### src/rtl/cnn_layer_accel_awe_stride_ctrl.sv
// 2-D stride scheduler for the AWE output path: walks the raster pixel stream
// with row/column phase counters and forwards only stride-grid pixels with output coordinates.
module cnn_layer_accel_awe_stride_ctrl #(
  parameter int C_DATA_WIDTH   = 16,
  parameter int C_MAX_STRIDE   = 8,
  parameter int C_DIM_WIDTH    = 10,
  parameter int C_STRIDE_WIDTH = $clog2(C_MAX_STRIDE + 1),
  localparam int C_PICK_WIDTH  = $clog2(C_MAX_STRIDE)
) (
  input  logic                      clk,
  input  logic                      rst,
  input  logic                      cfg_valid,
  output logic                      cfg_ready,
  input  logic [C_DIM_WIDTH-1:0]    cfg_num_rows,
  input  logic [C_DIM_WIDTH-1:0]    cfg_num_cols,
  input  logic [C_STRIDE_WIDTH-1:0] cfg_stride,
  output logic                      cfg_err,
  input  logic                      start,
  output logic                      busy,
  output logic                      done,
  output logic                      picker_config_valid,
  output logic [C_PICK_WIDTH-1:0]   picker_stride_size,
  input  logic [C_DATA_WIDTH-1:0]   s_data,
  input  logic                      s_valid,
  output logic                      s_ready,
  output logic [C_DATA_WIDTH-1:0]   m_data,
  output logic                      m_valid,
  input  logic                      m_ready,
  output logic [C_DIM_WIDTH-1:0]    m_row,
  output logic [C_DIM_WIDTH-1:0]    m_col,
  output logic                      m_last,
  output logic [2:0]                dbg_state
);

  // Handshakes: a transfer happens on a rising clk edge where valid && ready.
  // valid never waits on ready; payload holds while valid && !ready.

  typedef enum logic [2:0] {S_IDLE, S_CONFIG, S_RUN, S_FLUSH, S_DONE} state_t;

  localparam logic [C_DIM_WIDTH-1:0]    DIM_ONE = C_DIM_WIDTH'(1);
  localparam logic [C_STRIDE_WIDTH-1:0] STR_ONE = C_STRIDE_WIDTH'(1);
  localparam logic [C_STRIDE_WIDTH-1:0] MAX_S   = C_STRIDE_WIDTH'(C_MAX_STRIDE);

  state_t                    state;
  logic [C_DIM_WIDTH-1:0]    rows_r, cols_r;
  logic [C_STRIDE_WIDTH-1:0] stride_r, stride_in;
  logic                      cfg_err_r;
  logic [C_DIM_WIDTH-1:0]    row, col, out_row, out_col;
  logic [C_STRIDE_WIDTH-1:0] row_phase, col_phase;

  logic                      fire, keep, last_col, last_row, row_wrap, col_wrap;
  logic                      start_ok, is_last;
  logic [C_DIM_WIDTH:0]      stride_ext, row_sum, col_sum;

  assign cfg_ready           = (state == S_IDLE);
  assign busy                = (state == S_CONFIG) || (state == S_RUN) || (state == S_FLUSH);
  assign done                = (state == S_DONE);
  assign cfg_err             = cfg_err_r;
  assign picker_config_valid = (state == S_CONFIG);
  assign picker_stride_size  = (state == S_CONFIG) ? C_PICK_WIDTH'(stride_r - STR_ONE) : '0;
  assign dbg_state           = state;

  assign s_ready  = (state == S_RUN) && (!m_valid || m_ready);
  assign fire     = s_valid && s_ready;
  assign keep     = (row_phase == '0) && (col_phase == '0);
  assign last_col = (col == cols_r - DIM_ONE);
  assign last_row = (row == rows_r - DIM_ONE);
  assign row_wrap = (row_phase == stride_r - STR_ONE);
  assign col_wrap = (col_phase == stride_r - STR_ONE);

  // One extra bit so row+stride cannot wrap near the top of the index range.
  assign stride_ext = (C_DIM_WIDTH + 1)'(stride_r);
  assign row_sum    = {1'b0, row} + stride_ext;
  assign col_sum    = {1'b0, col} + stride_ext;
  assign is_last    = (row_sum >= {1'b0, rows_r}) && (col_sum >= {1'b0, cols_r});

  assign start_ok = start && !cfg_valid && !cfg_err_r && (rows_r != '0) && (cols_r != '0);

  always_comb begin
    stride_in = cfg_stride;
    if (cfg_stride == '0)
      stride_in = STR_ONE;
    else if (cfg_stride > MAX_S)
      stride_in = MAX_S;
  end

  always_ff @(posedge clk or posedge rst) begin
    if (rst) begin
      state     <= S_IDLE;
      rows_r    <= '0;
      cols_r    <= '0;
      stride_r  <= '0;
      cfg_err_r <= 1'b0;
      row       <= '0;
      col       <= '0;
      out_row   <= '0;
      out_col   <= '0;
      row_phase <= '0;
      col_phase <= '0;
      m_valid   <= 1'b0;
      m_data    <= '0;
      m_row     <= '0;
      m_col     <= '0;
      m_last    <= 1'b0;
    end else begin
      // A new kept beat can replace the one draining in the same cycle.
      if (fire && keep) begin
        m_valid <= 1'b1;
        m_data  <= s_data;
        m_row   <= out_row;
        m_col   <= out_col;
        m_last  <= is_last;
      end else if (m_ready) begin
        m_valid <= 1'b0;
      end

      case (state)
        S_IDLE: begin
          if (cfg_valid) begin
            rows_r    <= cfg_num_rows;
            cols_r    <= cfg_num_cols;
            stride_r  <= stride_in;
            cfg_err_r <= (cfg_num_rows == '0) || (cfg_num_cols == '0);
          end else if (start_ok) begin
            state <= S_CONFIG;
          end
        end
        S_CONFIG: begin
          row       <= '0;
          col       <= '0;
          out_row   <= '0;
          out_col   <= '0;
          row_phase <= '0;
          col_phase <= '0;
          state     <= S_RUN;
        end
        S_RUN: begin
          if (fire) begin
            if (last_col) begin
              col       <= '0;
              col_phase <= '0;
              out_col   <= '0;
              row       <= row + DIM_ONE;
              row_phase <= row_wrap ? '0 : row_phase + STR_ONE;
              if (row_wrap) out_row <= out_row + DIM_ONE;
              if (last_row) state <= S_FLUSH;
            end else begin
              col       <= col + DIM_ONE;
              col_phase <= col_wrap ? '0 : col_phase + STR_ONE;
              if (col_wrap) out_col <= out_col + DIM_ONE;
            end
          end
        end
        S_FLUSH: begin
          if (!m_valid || m_ready) state <= S_DONE;
        end
        S_DONE: begin
          state <= S_IDLE;
        end
        default: state <= S_IDLE;
      endcase
    end
  end

endmodule

### config.mk
export PLATFORM = sky130hd
export DESIGN_NAME = cnn_layer_accel_awe_stride_ctrl
export DESIGN_NICKNAME = d
export VERILOG_FILES = /design/src/rtl/cnn_layer_accel_awe_stride_ctrl.sv
export SDC_FILE = /design/constraint.sdc
export NUM_CORES = 1
export LEC_CHECK = 0
export ABC_AREA = 1
export ABC_CLOCK_PERIOD_IN_PS = 4290
export BUFFER_PORTS_ARGS = -buffer_cell sky130_fd_sc_hd__clkbuf_2
export CAP_MARGIN = 15
export CORE_MARGIN = 2
export CORE_UTILIZATION = 34
export CTS_BUF_LIST = sky130_fd_sc_hd__clkbuf_8
export CTS_CLUSTER_SIZE = 28
export DETAILED_ROUTE_END_ITERATION = 10
export PLACE_DENSITY_LB_ADDON = 0.2
export SYNTH_ARGS = -nofsm -noshare
export SYNTH_HDL_FRONTEND = slang
export SYNTH_SLANG_ARGS = --single-unit
### constraint.sdc
create_clock -name clk -period 4.29 [get_ports clk]
set_input_delay 0.858 -clock clk [delete_from_list [all_inputs] [get_ports clk]]
set_output_delay 0.858 -clock clk [all_outputs]
set_load 0.02 [all_outputs]
==> results.cfg <==
[critical_path]
crit_top_cell = nand2_1
timing.critical_path.required_ns = 4.64
start_kind = flop
cp_cell_sequence = ha_1 > inv_1 > fa_1 > o211ai_1 > nand2_1 > nor2_1 > xor2_1 > inv_1 > ha_1 > nand2_1 > nor2_1 > a211oi_1 > nor3_1 > nor2_1 > nand3_1 > nand2_1 > nand2_1
reg2reg_slack_ns = 1.16
crit_path_max_fanout = 6
arrival_ns = 3.48
timing.critical_path.slowest_stage_cell = dfrtp_1
r2r_end = m_last$_DFFE_PP0P_
setup.worst_path.end_class = flop
worst-path-buf-inv = 2
criticalPathCategory = flop to flop
timing.reg2reg.worst_path_depth = 17
reg2reg_from = stride_r[0]$_DFFE_PP0P_
worstSetupPathDepth = 17
worst_path_dominant_cell_family = adder cells
cpPeakStageDelay_ns = 0.50

[final_layout]
num-nets-final = 1105
final-seq-area_um2 = 2850
area_delta_synth_final_pct = 15.2
final.fill_count = 2274
final_antenna_diode_count = 0
multiInputGateArea_um2 = 4010
layout_cells_sized_above_1 = 0.221

[routing]
via_count = 6266
post-route-drc-count = 0
detail-route-antenna-nets = 0
drtPass1Iterations = 4
initialDrtViolationCount = 322
postRouteWirelength_mm = 18.6
route.detailed.wl_per_inst_um = 14.2
route.detailed.vias_per_inst = 4.78

[die]
floorplan.initialDensity = 0.344
area_of_the_die_um2 = 23100
core_footprint_um2 = 21600
pin_count = 96
chipHeight_um = 152
die_x_um = 152
rows = 54

[power_and_ir_drop]
max-vdd-ir-drop_v = 0.000180
power.static_leakage_nw = 4.21
fin_total_pwr_mw = 3.29
power_per_cell_area_nw_per_um2 = 384

[yosys]
syn-instance-count = 923
syn-mean-instance-area_um2 = 8.05
synth.mux.area_fraction = 0.0394
synth_sequential_area_ratio = 0.384
synth_seq_cells = 114
synth_top_family_by_area = simple AND/OR/NAND/NOR gates
synthDominantAreaCellType = dfrtp_1
synth.net_count = 1010
post_synth_design_cell_area_um2 = 7430
netlist_top_cells_area = dfrtp_1 (38%), nand2_1 (11%), ha_1 (6.6%), inv_1 (5.7%), xor2_1 (5.5%)
flip_flop_cell_with_the_highest_count_after_synthesis = dfrtp_1
yosys.cell_types.count = 47
synth-xor-area-share = 0.0766
synth_compound_area_frac = 0.0912
asyncSetResetFlopFracSynth = 1.00
synthAdderAreaFrac = 0.0710
netlist.area_leader.share = 0.384
yosys_warnings = 0
synthSimpleGateAreaFrac = 0.261
number_of_flops_mapped_to_enable_cells_by_yosys = 0

[worst_hold_path]
timing.hold.worst.class = flop to flop
worst_min_delay_path_startpoint = m_row[0]$_DFFE_PP0P_
endpoint_worst_hold = m_row[0]$_DFFE_PP0P_
timing.hold.worst_path_depth = 2

[clock_network]
htree_levels = 4
cts_root_buf = clkbuf_8
cts_hold_buffers = 0
clk_transition_reported_paths_ns = 0.08
clkLatencyLatePin_ns = 0.46
cts-root-to-sink-buffers = 2
post-cts-setup-buffer-count = 0
cts.sink_count = 114
cts_buffers = 17
post_cts_resize_count = 0
cts_tree = done

[placement]
post-place-ws_ns = 1.19
dp.final_hpwl_mm = 13.7
number_of_buffers_added_on_ports = 95
globalplace.congestion = 0.824

[timing]
timing.fmax_ghz = 0.320
transition_time_at_the_pin_with_the_least_slew_margin_ns = 0.980
timing_max_transition_violations_final = 0
finalWorstPathRequiredPeriod_ns = 3.13
worst_clk_skew_ns = 0.0131
report.final.hold_viol_count = 0
rsz_0062_raised_after_global_routing = false
setup_slack_ns = 1.16
timing.max_slew.rel_slack = 0.344
final_min_period_over_clock_period = 0.729
timing.setup.tns_ns = 0
final_count_of_negative_setup_slack_endpoints = 0

[grt]
globalRouteOverflowTotal = 0
pin_count_of_the_biggest_net_entering_global_routing = 64
number_of_global_route_vias_before_repair = 6250
grt_util_all_layers = 0.170
initial_antenna_violation_count = 0
wire_length_of_the_first_global_routing_pass_mm = 31.6

[job]
reported_max_cap_violation_count = 0

[outcome]
result_of_the_run = complete, no violations
-- how the worst max path moves through the flow --
| stage | from | endpoint | slack (ns) |
|---|---|---|---|
| floorplan | rst | cfg_err$_DFFE_PP0P_ | 0.42 |
| global placement | stride_r[0]$_DFFE_PP0P_ | m_last$_DFFE_PP0P_ | 1.31 |
| CTS | stride_r[0]$_DFFE_PP0P_ | m_last$_DFFE_PP0P_ | 1.19 |
| finish | stride_r[0]$_DFFE_PP0P_ | m_last$_DFFE_PP0P_ | 1.16 |
| detailed placement | stride_r[0]$_DFFE_PP0P_ | m_last$_DFFE_PP0P_ | 1.19 |
| global route | stride_r[0]$_DFFE_PP0P_ | m_last$_DFFE_PP0P_ | 0.86 |
-- worst reg2reg max path: cells and delay by family (launching register included) --
kind            cells  cell delay (ns)
compound gates      2             0.48
buf+inv             2             0.12
xor+xnor            1             0.17
flops               1             0.50
simple gates        9             0.84
fa+ha+maj           3             0.93
-- per-layer routing --
metal / part of all wire / vias to the layer above / global-route usage
met5: 0 / - / 0
met4: 0.022 / 0 / 0.0641
met2: 0.48 / 98 / 0.287
li1: - / 3184 / -
met1: 0.47 / 2954 / 0.216
met3: 0.027 / 30 / 0.0314
-- cells by family (layout without fill, tap and decap cells) --
group	Yosys count	count (layout)
compound gates	111	111
xor+xnor	65	65
fa+ha+maj	41	41
buf+inv	139	247
flops	114	114
mux	26	26
simple gates	427	427
-- layout by cell type, fill, tap and decap left out, types with 10 or more instances in the layout --
cell type	synthesis	final
mux2_2	25	25
inv_1	113	112
nor3_1	15	15
o21ai_2	23	23
nand3_1	60	60
ha_1	39	39
nand2_1	217	216
xnor2_1	18	18
nand2_2	15	16
clkbuf_2	1	95
o22ai_1	10	10
o21ai_0	43	43
nor2_1	66	66
a21oi_1	22	22
dfrtp_1	114	114
clkbuf_8	0	17
or2_2	12	12
nand4_1	11	11
xor2_1	47	47
-- flip-flops by register name, summed over array words and instances, names as in the netlist --
name,flops
m_row,10
m_valid,1
row_phase,4
row,10
dbg_state,3
m_data,16
out_row,10
cols_r,10
m_last,1
m_col,10
col,10
stride_r,4
rows_r,10
cfg_err,1
col_phase,4
out_col,10
-- through the flow --
step | cell area (um2) | hold slack [ns] | util | cells
3_5_place_dp | 8170 | 0.475 | 0.378 | 1279
3_3_place_gp | 8170 | 0.471 | 0.378 | 1279
6_report | 8560 | 0.489 | 0.396 | 1311
5_1_grt | 8560 | 0.527 | 0.396 | 1311
2_1_floorplan | 7430 | 0.475 | - | 923
4_1_cts | 8560 | 0.495 | 0.396 | 1311
-- power breakdown --
part | internal, mW | leakage [nW] | total [mW] | switching (mW)
clock | 0.487 | 0.197 | 1.05 | 0.565
sequential | 1.22 | 1.46 | 1.34 | 0.128
combinational | 0.362 | 2.55 | 0.895 | 0.533
total | 2.07 | 4.21 | 3.29 | 1.23
-- layout make-up --
| cell class | count | area share |
|---|---|---|
| Multi-Input combinational cell | 670 | 0.469 |
| Sequential cell | 114 | 0.333 |
| Timing Repair Buffer | 98 | 0.0596 |
| Inverter | 117 | 0.0516 |
| Tap cell | 280 | 0.0409 |
| Clock buffer | 17 | 0.0273 |
| Clock inverter | 15 | 0.0187 |
-- cells in the mapped netlist (2+ instances only) --
master      n
nor3_1     15
o21ai_0    43
nand3b_1    4
buf_6       5
nand4_1    11
ha_1       39
dfrtp_1   114
nor2_2      8
nand3_2     3
inv_2       4
nand2_2    15
mux2_2     25
o22ai_1    10
nand2_1   217
nor2_1     66
a21oi_1    22
xnor2_1    18
a31oi_1     2
or2_2      12
buf_2       5
o21ai_2    23
xor2_1     47
o21ai_1     4
o211ai_1    2
buf_1       2
fa_1        2
nand3_1    60
nor4_1      6
nand2_8     2
clkbuf_1    8
inv_1     113
(Power assumes the default switching activity.)
